## config.mk

```make
export PLATFORM = sky130hd
export DESIGN_NAME = reg_file_mp
export DESIGN_NICKNAME = d
export VERILOG_FILES = /design/src/rtl/reg_file_pkg.sv /design/src/rtl/reg_file_rd_port.sv /design/src/rtl/reg_file_mp.sv
export SDC_FILE = /design/constraint.sdc
export NUM_CORES = 1
export LEC_CHECK = 0
export ABC_AREA = 1
export BUFFER_PORTS_ARGS = -buffer_cell sky130_fd_sc_hd__buf_2
export CAP_MARGIN = 20
export CORE_MARGIN = 2
export CORE_UTILIZATION = 50
export CTS_CLUSTER_SIZE = 16
export DETAILED_ROUTE_END_ITERATION = 16
export PLACE_DENSITY = 0.77
export REMOVE_ABC_BUFFERS = 1
export SLEW_MARGIN = 20
export SYNTH_ARGS = -nofsm -noshare
export SYNTH_HDL_FRONTEND = slang
export SYNTH_SLANG_ARGS = --single-unit
```

## constraint.sdc

```tcl
create_clock -name clk -period 2.56 [get_ports clk]
set_clock_uncertainty 0.15 [all_clocks]
set_input_delay 0.384 -clock clk [delete_from_list [all_inputs] [get_ports clk]]
set_output_delay 0.384 -clock clk [all_outputs]
set_load 0.05 [all_outputs]
```

## src/rtl/reg_file_pkg.sv

```systemverilog
// Shared constants, types and helpers for the multi-read-port register file.
package reg_file_pkg;

    localparam int REG_DEPTH_DEF = 14;
    localparam int REG_WIDTH_DEF = 16;
    localparam int REG_NRD_DEF   = 2;

    typedef logic [15:0] wr_cnt_t;

    // A one-entry file still needs a 1-bit address.
    function automatic int addr_w(input int depth);
        int w;
        w = $clog2(depth);
        return (w < 1) ? 1 : w;
    endfunction

endpackage

```

## src/rtl/reg_file_rd_port.sv

```systemverilog
// One registered read port: range check, array mux, optional write bypass.
// Write-first bypass is enabled by defining REG_FILE_BYPASS_EN.
module reg_file_rd_port
    import reg_file_pkg::*;
#(
    parameter int DEPTH = REG_DEPTH_DEF,
    parameter int WIDTH = REG_WIDTH_DEF,
    parameter int AW    = addr_w(DEPTH)
) (
    input  logic                   clk,
    input  logic                   rst_n,
    input  logic                   rd_en,
    input  logic [AW-1:0]          raddr,
    input  logic [DEPTH*WIDTH-1:0] mem,
    input  logic                   we,
    input  logic [AW-1:0]          waddr,
    input  logic [WIDTH-1:0]       wdata,
    output logic [WIDTH-1:0]       rdata,
    output logic                   rvalid,
    output logic                   err
);

    logic             in_range;
    logic [WIDTH-1:0] word;

    assign in_range = int'(raddr) < DEPTH;
    assign err      = rd_en && !in_range;

    // Out-of-range addresses fall through the mux and return zero.
    always_comb begin
        word = '0;
        for (int i = 0; i < DEPTH; i++) begin
            if (int'(raddr) == i) word = mem[i*WIDTH +: WIDTH];
        end
`ifdef REG_FILE_BYPASS_EN
        if (we && in_range && (waddr == raddr)) word = wdata;
`endif
    end

`ifndef REG_FILE_BYPASS_EN
    logic unused_bypass;
    assign unused_bypass = ^{we, waddr, wdata};
`endif

    always_ff @(posedge clk or negedge rst_n) begin
        if (!rst_n) begin
            rdata  <= '0;
            rvalid <= 1'b0;
        end else begin
            rvalid <= rd_en;
            if (rd_en) rdata <= word;
        end
    end

endmodule

```

## src/rtl/reg_file_mp.sv

```systemverilog
// Parametrised register file with NRD registered read ports, sticky address
// error and saturating write counter. Optional macro: REG_FILE_BYPASS_EN.
module reg_file_mp
    import reg_file_pkg::*;
#(
    parameter int DEPTH = REG_DEPTH_DEF,
    parameter int WIDTH = REG_WIDTH_DEF,
    parameter int NRD   = REG_NRD_DEF,
    parameter int AW    = addr_w(DEPTH)
) (
    input  logic                 clk,
    input  logic                 rst_n,
    input  logic                 we,
    input  logic [AW-1:0]        waddr,
    input  logic [WIDTH-1:0]     wdata,
    input  logic [NRD-1:0]       rd_en,
    input  logic [NRD*AW-1:0]    raddr,
    output logic [NRD*WIDTH-1:0] rdata,
    output logic [NRD-1:0]       rvalid,
    output logic                 addr_err,
    input  logic                 err_clr,
    output logic [15:0]          wr_count
);

    logic [DEPTH*WIDTH-1:0] mem;
    logic [NRD-1:0]         rd_err;
    logic                   wr_ok;
    logic                   wr_err;
    wr_cnt_t                wr_cnt_q;

    assign wr_ok    = we && (int'(waddr) < DEPTH);
    assign wr_err   = we && !(int'(waddr) < DEPTH);
    assign wr_count = wr_cnt_q;

    always_ff @(posedge clk or negedge rst_n) begin
        if (!rst_n) begin
            mem <= '0;
        end else if (wr_ok) begin
            for (int i = 0; i < DEPTH; i++) begin
                if (int'(waddr) == i) mem[i*WIDTH +: WIDTH] <= wdata;
            end
        end
    end

    always_ff @(posedge clk or negedge rst_n) begin
        if (!rst_n) begin
            wr_cnt_q <= '0;
        end else if (wr_ok && (wr_cnt_q != 16'hFFFF)) begin
            wr_cnt_q <= wr_cnt_q + 16'd1;
        end
    end

    // A new error on the same edge as err_clr keeps the flag set.
    always_ff @(posedge clk or negedge rst_n) begin
        if (!rst_n) begin
            addr_err <= 1'b0;
        end else if (wr_err || (|rd_err)) begin
            addr_err <= 1'b1;
        end else if (err_clr) begin
            addr_err <= 1'b0;
        end
    end

    for (genvar k = 0; k < NRD; k++) begin : g_port
        reg_file_rd_port #(
            .DEPTH (DEPTH),
            .WIDTH (WIDTH),
            .AW    (AW)
        ) u_port (
            .clk    (clk),
            .rst_n  (rst_n),
            .rd_en  (rd_en[k]),
            .raddr  (raddr[k*AW +: AW]),
            .mem    (mem),
            .we     (we),
            .waddr  (waddr),
            .wdata  (wdata),
            .rdata  (rdata[k*WIDTH +: WIDTH]),
            .rvalid (rvalid[k]),
            .err    (rd_err[k])
        );
    end

endmodule
```

# Word-level counts from Yosys, hierarchy flattened
# Cells that the tools add are included.
dict set report totals {
  regBits 275
  in_bits 34
  out_inout_bits 51
  word_cells 122
}
dict set report classes {
  addsub 1
  n_lt_le_gt_ge 3
  n_eq_ne 40
  mux 30
  reduce_logical 28
}
# operator n
set ops {}
lappend ops {{$mux W16} 28}
lappend ops {{$eq A4 B4 Y1 const B} 24}
lappend ops {{$eq A4 B3 Y1 const B} 12}
lappend ops {{$reduce_and A2 Y1} 14}
lappend ops {{$add A16 B1 Y16 const B} 1}
lappend ops {{$ne A16 B16 Y1 const B} 1}
lappend ops {{$eq A4 B2 Y1 const B} 3}
lappend ops {{$logic_not A4 Y1} 3}
lappend ops {{$lt A4 B4 Y1 const B} 3}
lappend ops {{$logic_and A1 B1 Y1} 5}
lappend ops {{$logic_not A1 Y1} 3}
lappend ops {{$mux W1} 2}
lappend ops {{$reduce_bool A2 Y1} 1}
lappend ops {{$reduce_or A2 Y1} 1}
lappend ops {{$logic_or A1 B1 Y1} 1}

# Depth between registers and ports, before layout
# Gate-level depths: netlist (run 1).
dict set report logic_depth {
  ltp_word 15
  depth_mapped 14
  ltp_nobuf 13
}

# By module
# Synthesis (run 1) repeated with hierarchy kept, for this count alone.
dict set report hier_totals {
  cells_unflattened 1974
  area_unflattened_um2 14257.4
}
# mod n_inst cells_per_inst area_per_inst_um2 seq_area_each_um2
set modules_own_cells {}
lappend modules_own_cells {reg_file_mp 1 928 9009.9 6030.8}
lappend modules_own_cells {reg_file_rd_port 2 523 2623.8 425.4}

# Worst setup path before layout (run 1)
# No wires, ideal clock.
dict set report synth_timing {
  path_type {register to register}
  startpoint {register wr_cnt_q[0] (netlist: wr_count[0])}
  endpoint {register wr_cnt_q[14] (netlist: wr_count[14])}
  setup_time_ns 0.082
  t_arrival_ns 1.957
  required_ns 2.328
  setup_slack_ns 0.371
  stages_incl_launch_ff 9
  path_buffers 0
  period_less_slack_ns 2.189
  path_cell_list {dfrtp_1 > ha_1 > nand3_1 > and3b_1 > inv_1 > nor2_1 > nand2_2 > nor4b_2 > xor2_1}
}
dict set report synth_between {
  elab_chain_len 2
  elab_cells_between_ends 3
  classes_between {add/sub (1); eq/ne (1); reduce/logical (1)}
}
# item line
set synth_rtl {}
lappend synth_rtl {{start, declared} reg_file_mp.sv:29} ;# wr_cnt_t wr_cnt_q;
lappend synth_rtl {{start signal, assigned} reg_file_mp.sv:49} ;# wr_cnt_q <= wr_cnt_q + 16'd1;
lappend synth_rtl {{parallel branches: the longest is 2 deep, another holds $add A16 B1 Y16} --}
# Parallel ways; which one is timed is not known.
# A chain may end at the register's enable or synchronous reset.

# Worst setup path in the final report (run 1)
dict set report layout_timing {
  startpoint {register wr_cnt_q[0] (netlist: wr_count[0])}
  endpoint {register wr_cnt_q[15] (netlist: wr_count[15])}
}
# The elaborated chain is that of the path after synthesis.

==> results of run 1 <==
-- what timing repair did --
item	4_1_cts	5_1_grt
hold buffers	19	0
setup buffers	0	0
resized for setup	0	0
hold endpoints to repair	130	0
-- flip-flops by register name, indices dropped and copies added, names as in the netlist --
name / flops
g_port.u_port.rdata: 32
wr_count: 16
addr_err: 1
mem: 224
g_port.u_port.rvalid: 2
-- worst max-delay path, delay by kind of cell (launching register included) --
kind                       cells  cell delay, ps
and+or+nand+nor                7            1040
DFF                            1             410
adders and majority gates      1             230
xor gates and xnor gates       1             160
-- final cells by class --
type | count | share of cell area
Clock inverter | 14 | 0.00989
Timing Repair Buffer | 147 | 0.0633
Tap cell | 341 | 0.0270
Inverter | 162 | 0.0384
Sequential cell | 275 | 0.435
Multi-Input combinational cell | 1351 | 0.375
Clock buffer | 39 | 0.0514
-- layout by cell type, fill, tap and decap left out, drive strengths merged --
cell type,synthesis,layout
a21oi,106,106
and3b,1,1
buf,23,128
bufinv,0,3
clkbuf,72,39
clkinv,3,10
clkinvlp,0,3
dfrtp,275,275
dlygate4sd3,0,19
ha,1,1
inv,159,160
nand2,652,652
nand3,53,53
nand4,66,66
nor2,226,226
nor3,12,12
nor4b,1,1
o21a,1,1
o21ai,214,214
o221ai,1,1
o22ai,1,1
or2,2,2
xnor2,3,3
xor2,11,11
-- cell families after synthesis --
family | after synthesis | share of synthesized area
AO/OA/AOI/OAI | 323 | 0.118
XOR/XNOR | 14 | 0.00889
adder cells (fa/ha/maj) | 1 | 0.000906
buffers and inverters | 257 | 0.0731
flip-flops | 275 | 0.499
AND/OR/NAND/NOR | 1013 | 0.301
-- power by group --
group	internal [mW]	switching [mW]	total, mW	leakage (nW)
clock	2.52	1.79	4.31	0.474
combinational	0.757	1.69	2.45	3.86
sequential	5.27	0.689	5.96	3.41
-- metrics by stage --
| step | cells | TNS [ps] | setup WS [ps] | power [mW] | instance area (um2) |
|---|---|---|---|---|---|
| 6_report | 2329 | 0 | 497 | 12.7 | 15800 |
| 5_1_grt | 2329 | 0 | 344 | 13.4 | 15800 |
| 4_1_cts | 2329 | 0 | 482 | 12.8 | 15800 |
| 3_5_place_dp | 2257 | 0 | 113 | 8.44 | 14700 |
| 3_3_place_gp | 2257 | 0 | 195 | 8.32 | 14700 |
| 2_1_floorplan | 1788 | -1370 | -86.5 | 7.55 | 13400 |
-- layer usage --
layer / global-route usage / up-vias
li1: - / 6152
met1: 0.382 / 6124
met2: 0.479 / 550
met3: 0.0377 / 126
met4: 0.113 / 0
met5: 0 / -
-- how the worst min path moves through the flow --
stage,to
finish,addr_err
global route,addr_err
CTS,addr_err
detailed placement,wr_count[9]
global placement,wr_count[9]
floorplan,addr_err
==> results by group, run 1 <==
Outcome
  • Outcome: finished, final reports clean

Synthesis
  • Yosys Warn Count: 0
  • Largest cells by area after synthesis: dfrtp_1 (50%), nand2_1 (18%), o21ai_0 (7.8%)
  • Commonest cells post-synth: nand2_1 (644), dfrtp_1 (275), nor2_1 (214), o21ai_0 (214), inv_1 (149)
  • Mapped cell area: between 10,000 and 15,000 um2
  • Cells after Synth: around 1,900
  • FFs w/ async S/R, synth: 1.00
  • Library cells used by synthesis: 29
  • Post-synthesis sequential area ratio: 0.499
  • Main synth FF type: dfrtp_1
  • Yosys top cell area share: 0.499
  • Number of synthesized flops with an enable pin: 0
  • Synth Register Bits: roughly 280
  • Synth area leader: dfrtp_1
  • Top-count cell post-synth: nand2_1
  • Syn Area/Cell: 7.33 um2

Floorplanning
  • FP Rows: 60
  • Chip Height: 170 um
  • DIE AREA: slightly below 30,000 um2
  • Core area: approximately 27,000 um2
  • Initial Utilization: 0.511
  • Die width: between 150 and 200 um
  • IO Pins: 85

Timing
  • RSZ-0062 raised after global routing: false
  • Least-Margin Pin Slew: just over 800 ps
  • Fin crit share: 0.806
  • Minimum clock period: roughly 2100 ps
  • Slew HR: 0.446
  • Hold Vio Cnt, Final: 0
  • Hold slack: ~54 ps
  • Fmax: between 400 and 500 MHz
  • Count of final setup violators: 0
  • Slew Limit Fails: 0

Placement
  • GP Congestion: 0.941
  • Detailed placement HPWL: 28,600 um
  • Port buffer count: 84

Drt
  • Wire per inst: between 15 and 20 um
  • Drt via density: between 5 and 6
  • Detailed Routing Iterations Pass 1: 6
  • Met3 wire length: ~2700 um
  • Routed via count: between 10,000 and 15,000
  • Final WL: approximately 40,000 um
  • Highest metal used: met4
  • Antenna viol nets, final: 0
  • Iter 0 DRT Violations: about 1,400
  • Drt drc: 0
  • Metal-1 WL: ~17,000 um
  • Met2 WL: approximately 19,000 um

Clock tree
  • TritonCTS clock tree: yes
  • Worst skew pair latency: between 500 and 600 ps
  • H-tree levels: 1
  • Clock sinks: 275
  • Clk pin slew, worst setup/hold paths: approximately 60 ps
  • Root Driver: clkbuf_16
  • CTS Buffer Depth: 3
  • CTS Buf Count: 29

Final layout
  • Ant. Diodes: 0
  • Fin util: 0.585
  • Fillers: approximately 2,500
  • Layout overhead on the synthesized area: 14.6%
  • Final nets: 2,001
  • Reg area: between 6000 and 7000 um2
  • Fraction of layout cells with a size suffix above 1: 0.108
  • Area occupied by multi-input gates: approximately 6000 um2

Worst setup path
  • CP endpoint: wr_count[15]
  • Worst Setup SP: wr_count[0]
  • Critical path type: reg -> reg
  • Setup crit end kind: register
  • Worst path max stage delay: around 400 ps
  • Reg2reg start: wr_count[0]
  • Slowest-stage cell, CP: dfrtp_1
  • Critical R2R Capture: wr_count[15]
  • Worst endpoint data arrival time: around 2400 ps
  • Crit Path Max Fanout: 8
  • Critical path required time: ~2900 ps
  • R2r setup slk: 500 ps
  • Critical Path Start Type: register
  • Worst-path cell chain: ha_1 -> nand3_1 -> nor2_1 -> nand3_1 -> nand2_4 -> nor3_4 -> nand4_1 -> nor3_1 -> xor2_1
  • Crit path top cell by count: nand3_1
  • R2R cell count: 9

Global route
  • Total congestion overflow: 0
  • Initial antenna violation count: 0
  • Pin count of the biggest net entering global routing: between 70 and 80
  • Vias in the first global route: ~13,000
  • Global-route usage over all layers: 0.287
  • First-pass GRT wire length: ~66,000 um

Hold path
  • HP Start: we
  • Worst hold path class: in -> reg
  • Hold Path Cell Cnt: 3

Run
  • Max Cap Violations: 0

Power and ir drop
  • Pwr/cell area: 804 nW/um2
  • Max VDD drop: 0.000585 V
  • Lkg Pwr: between 7 and 8 nW
Power figures use the tool's default switching activity.
==> run 2, diff against run 1 <==
--- a/config.mk
+++ b/config.mk
@@ -12,7 +12,7 @@
 export CORE_UTILIZATION = 50
 export CTS_CLUSTER_SIZE = 16
 export DETAILED_ROUTE_END_ITERATION = 16
-export PLACE_DENSITY = 0.77
+export PLACE_DENSITY = 0.79
 export REMOVE_ABC_BUFFERS = 1
 export SLEW_MARGIN = 20
 export SYNTH_ARGS = -nofsm -noshare
==> constraint.sdc (replaced) <==
create_clock -name clk -period 1.82 [get_ports clk]
set_clock_uncertainty 0.15 [all_clocks]
set_input_delay 0.273 -clock clk [delete_from_list [all_inputs] [get_ports clk]]
set_output_delay 0.273 -clock clk [all_outputs]
set_load 0.05 [all_outputs]
==> run 2 against run 1 <==
  * The run now ends with setup timing left
  * Critical path depth decreased by 1
  * Die area unchanged
  * Largest cell class unchanged
  * Register-to-register slack got worse by 510 ps
  * Sequential power increased by 40%
  * Total power increased by 43%
  * Maximum frequency increased by 12%
  * Non-clock buffer count increased by 76
  * Worst setup slack got worse by 510 ps
  * Sequential share of layout area decreased by 2.5 points
  * Combinational power increased by 54%
  * Hold slack got worse by 7.3 ps
  * Final area increased by 6.0%
==> results by group, run 2 (synthesized netlist as in run 1, its figures left out) <==
Power and ir drop
  • Clock power frac: 0.332
  • Reg power frac: 0.460
  • Overall Power: roughly 18 mW
  • Max VDD drop: approximately 0.00067 V
  • Power Internal: 12.3 mW
  • Sw frac: 0.324
  • Pwr/cell area: approximately 1100 nW/um2
  • Logic pwr share: 0.208
  • Lkg Pwr: around 8.3 nW
  • Net Sw Power: approximately 5.9 mW

Floorplanning
  • IO Pins: between 80 and 90
  • Initial Utilization: 0.511
  • FP Rows: 60
  • DIE AREA: just under 30,000 um2
  • Chip Height: 170 um
  • Core area: approximately 27,000 um2
  • Die width: around 170 um

Outcome
  • Failing checks: setup timing
  • Outcome: finished with violations

Placement
  • Pre-CTS setup slack: -369 ps
  • Detailed placement HPWL: a little under 30,000 um
  • Port buffer count: 84
  • GP Congestion: 0.965
  • Placed inst area: around 15,000 um2

Worst setup path
  • Critical path depth in cells: 8
  • Critical path required time: between 2000 and 2500 ps
  • Worst endpoint data arrival time: about 2200 ps
  • Worst-path cell chain: ha_2 -> nand3_2 -> and3b_2 -> inv_2 -> nor2_4 -> nand2_4 -> nor4b_4 -> xor2_1
  • Critical Path Start Type: register
  • R2R cell count: 8
  • CP delay by family, top: simple AND/OR/NAND/NOR gates
  • Critical path type: reg -> reg
  • Worst path max stage delay: roughly 350 ps
  • Slowest-stage cell, CP: dfrtp_1
  • Bufs and invs on worst path: 1
  • Crit Path Max Fanout: 4
  • Setup crit end kind: register

Clock tree
  • Root Driver: clkbuf_16
  • Clock sinks: 275
  • H-tree levels: 1
  • CTS Buffer Depth: 3
  • CTS Buf Count: 29
  • Clk pin slew, worst setup/hold paths: 60 ps
  • Worst skew pair latency: between 500 and 600 ps
  • TritonCTS clock tree: yes

Timing
  • Total negative slack: -14.3 ps
  • Count of final setup violators: 1
  • Least-Margin Pin Slew: 747 ps
  • Hold Vio Cnt, Final: 0
  • Slew Limit Fails: 0
  • Fmax: ~550 MHz
  • RSZ-0062 raised after global routing: true
  • Slew HR: 0.502
  • Fin worst setup slack: -14.3 ps
  • Minimum clock period: between 1500 and 2000 ps
  • Fin crit share: 1.01

Final layout
  • Area occupied by multi-input gates: between 6000 and 7000 um2
  • Final nets: about 2,100
  • Layout overhead on the synthesized area: 21.5%
  • Reg area: approximately 6900 um2
  • Fillers: ~2,300
  • Fraction of layout cells with a size suffix above 1: 0.145
  • Top reg by flops: mem
  • Ant. Diodes: 0
  • Fin area: ~17,000 um2
  • Most frequent cells in the layout: nand2_1 (643), dfrtp_1 (275), o21ai_0 (214)
  • Fin util: 0.620
  • Max FFs per register: roughly 220
  • Commonest non-fill, non-tap cell in the layout: nand2_1

Global route
  • Initial antenna violation count: 0
  • Total congestion overflow: 0
  • Vias in the first global route: around 13,000
  • Pin count of the biggest net entering global routing: 60
  • Global-route usage over all layers: 0.290
  • First-pass GRT wire length: roughly 67,000 um

Drt
  • Detailed Routing Iterations Pass 1: 6
  • Iter 0 DRT Violations: approximately 1,200
  • Antenna viol nets, final: 0
  • Wire per inst: 17.1 um
  • Final WL: 41,100 um
  • Drt drc: 0
  • Drt via density: approximately 5.6
  • Routed via count: ~14,000

Run
  • Max Cap Violations: 0

Hold path
  • Worst hold path class: in -> async
## run 2: metal layers
| metal | up-vias | wire length (um) | share of wire | GRT usage |
|---|---|---|---|---|
| met4 | 0 | 1570 | 0.038 | 0.114 |
| met2 | 709 | 19600 | 0.48 | 0.485 |
| li1 | 6319 | - | - | - |
| met3 | 143 | 3700 | 0.090 | 0.0440 |
| met1 | 6346 | 16300 | 0.40 | 0.382 |
| met5 | - | 0 | 0 | 0 |
## run 2: what timing repair did
action	4_1_cts	5_1_grt
pin swaps	13	14
endpoints found under the setup margin	6	13
setup buffers	4	1
resized for setup	11	13
hold endpoints to repair	316	0
hold buffers	21	0
## run 2: power groups by stage
stage | sequential (mW) | combinational, mW | clock [mW]
after floorplan | 8.92 | 1.70 | 0
after global placement | 8.37 | 3.55 | 0
after detailed placement | 8.42 | 3.66 | 0
after CTS | 8.34 | 3.77 | 6.07
after global routing | 8.53 | 4.23 | 6.35
final | 8.37 | 3.78 | 6.04
## run 2: final timing paths
kind                                            startpoint                          to  slack [ps]
worst max-delay path                           wr_count[1]                wr_count[14]         -10
worst min-delay path                                 rst_n                 wr_count[7]          50
worst max register to register                 wr_count[1]                wr_count[14]         -10
worst min register to register  g_port[1].u_port.rdata[13]  g_port[1].u_port.rdata[13]         320
max in group asynchronous                            rst_n                    mem[172]         770
min in group clk                                  waddr[3]                     mem[93]          90
## run 2: metrics by stage
| stage | std cells | hold WS [ps] |
|---|---|---|
| 6_report | 2404 | 46.6 |
| 4_1_cts | 2403 | 56.2 |
| 2_1_floorplan | 1788 | -173 |
| 5_1_grt | 2404 | 57.5 |
| 3_3_place_gp | 2326 | 34.7 |
| 3_5_place_dp | 2326 | 35.0 |
## run 2: layout make-up
class	instances	share of cell area
clock buffer	42	0.0498
clock inverter	10	0.00769
inverter	162	0.0365
multi-input combinational	1351	0.358
sequential	275	0.410
tap	341	0.0254
timing repair buffer	223	0.112
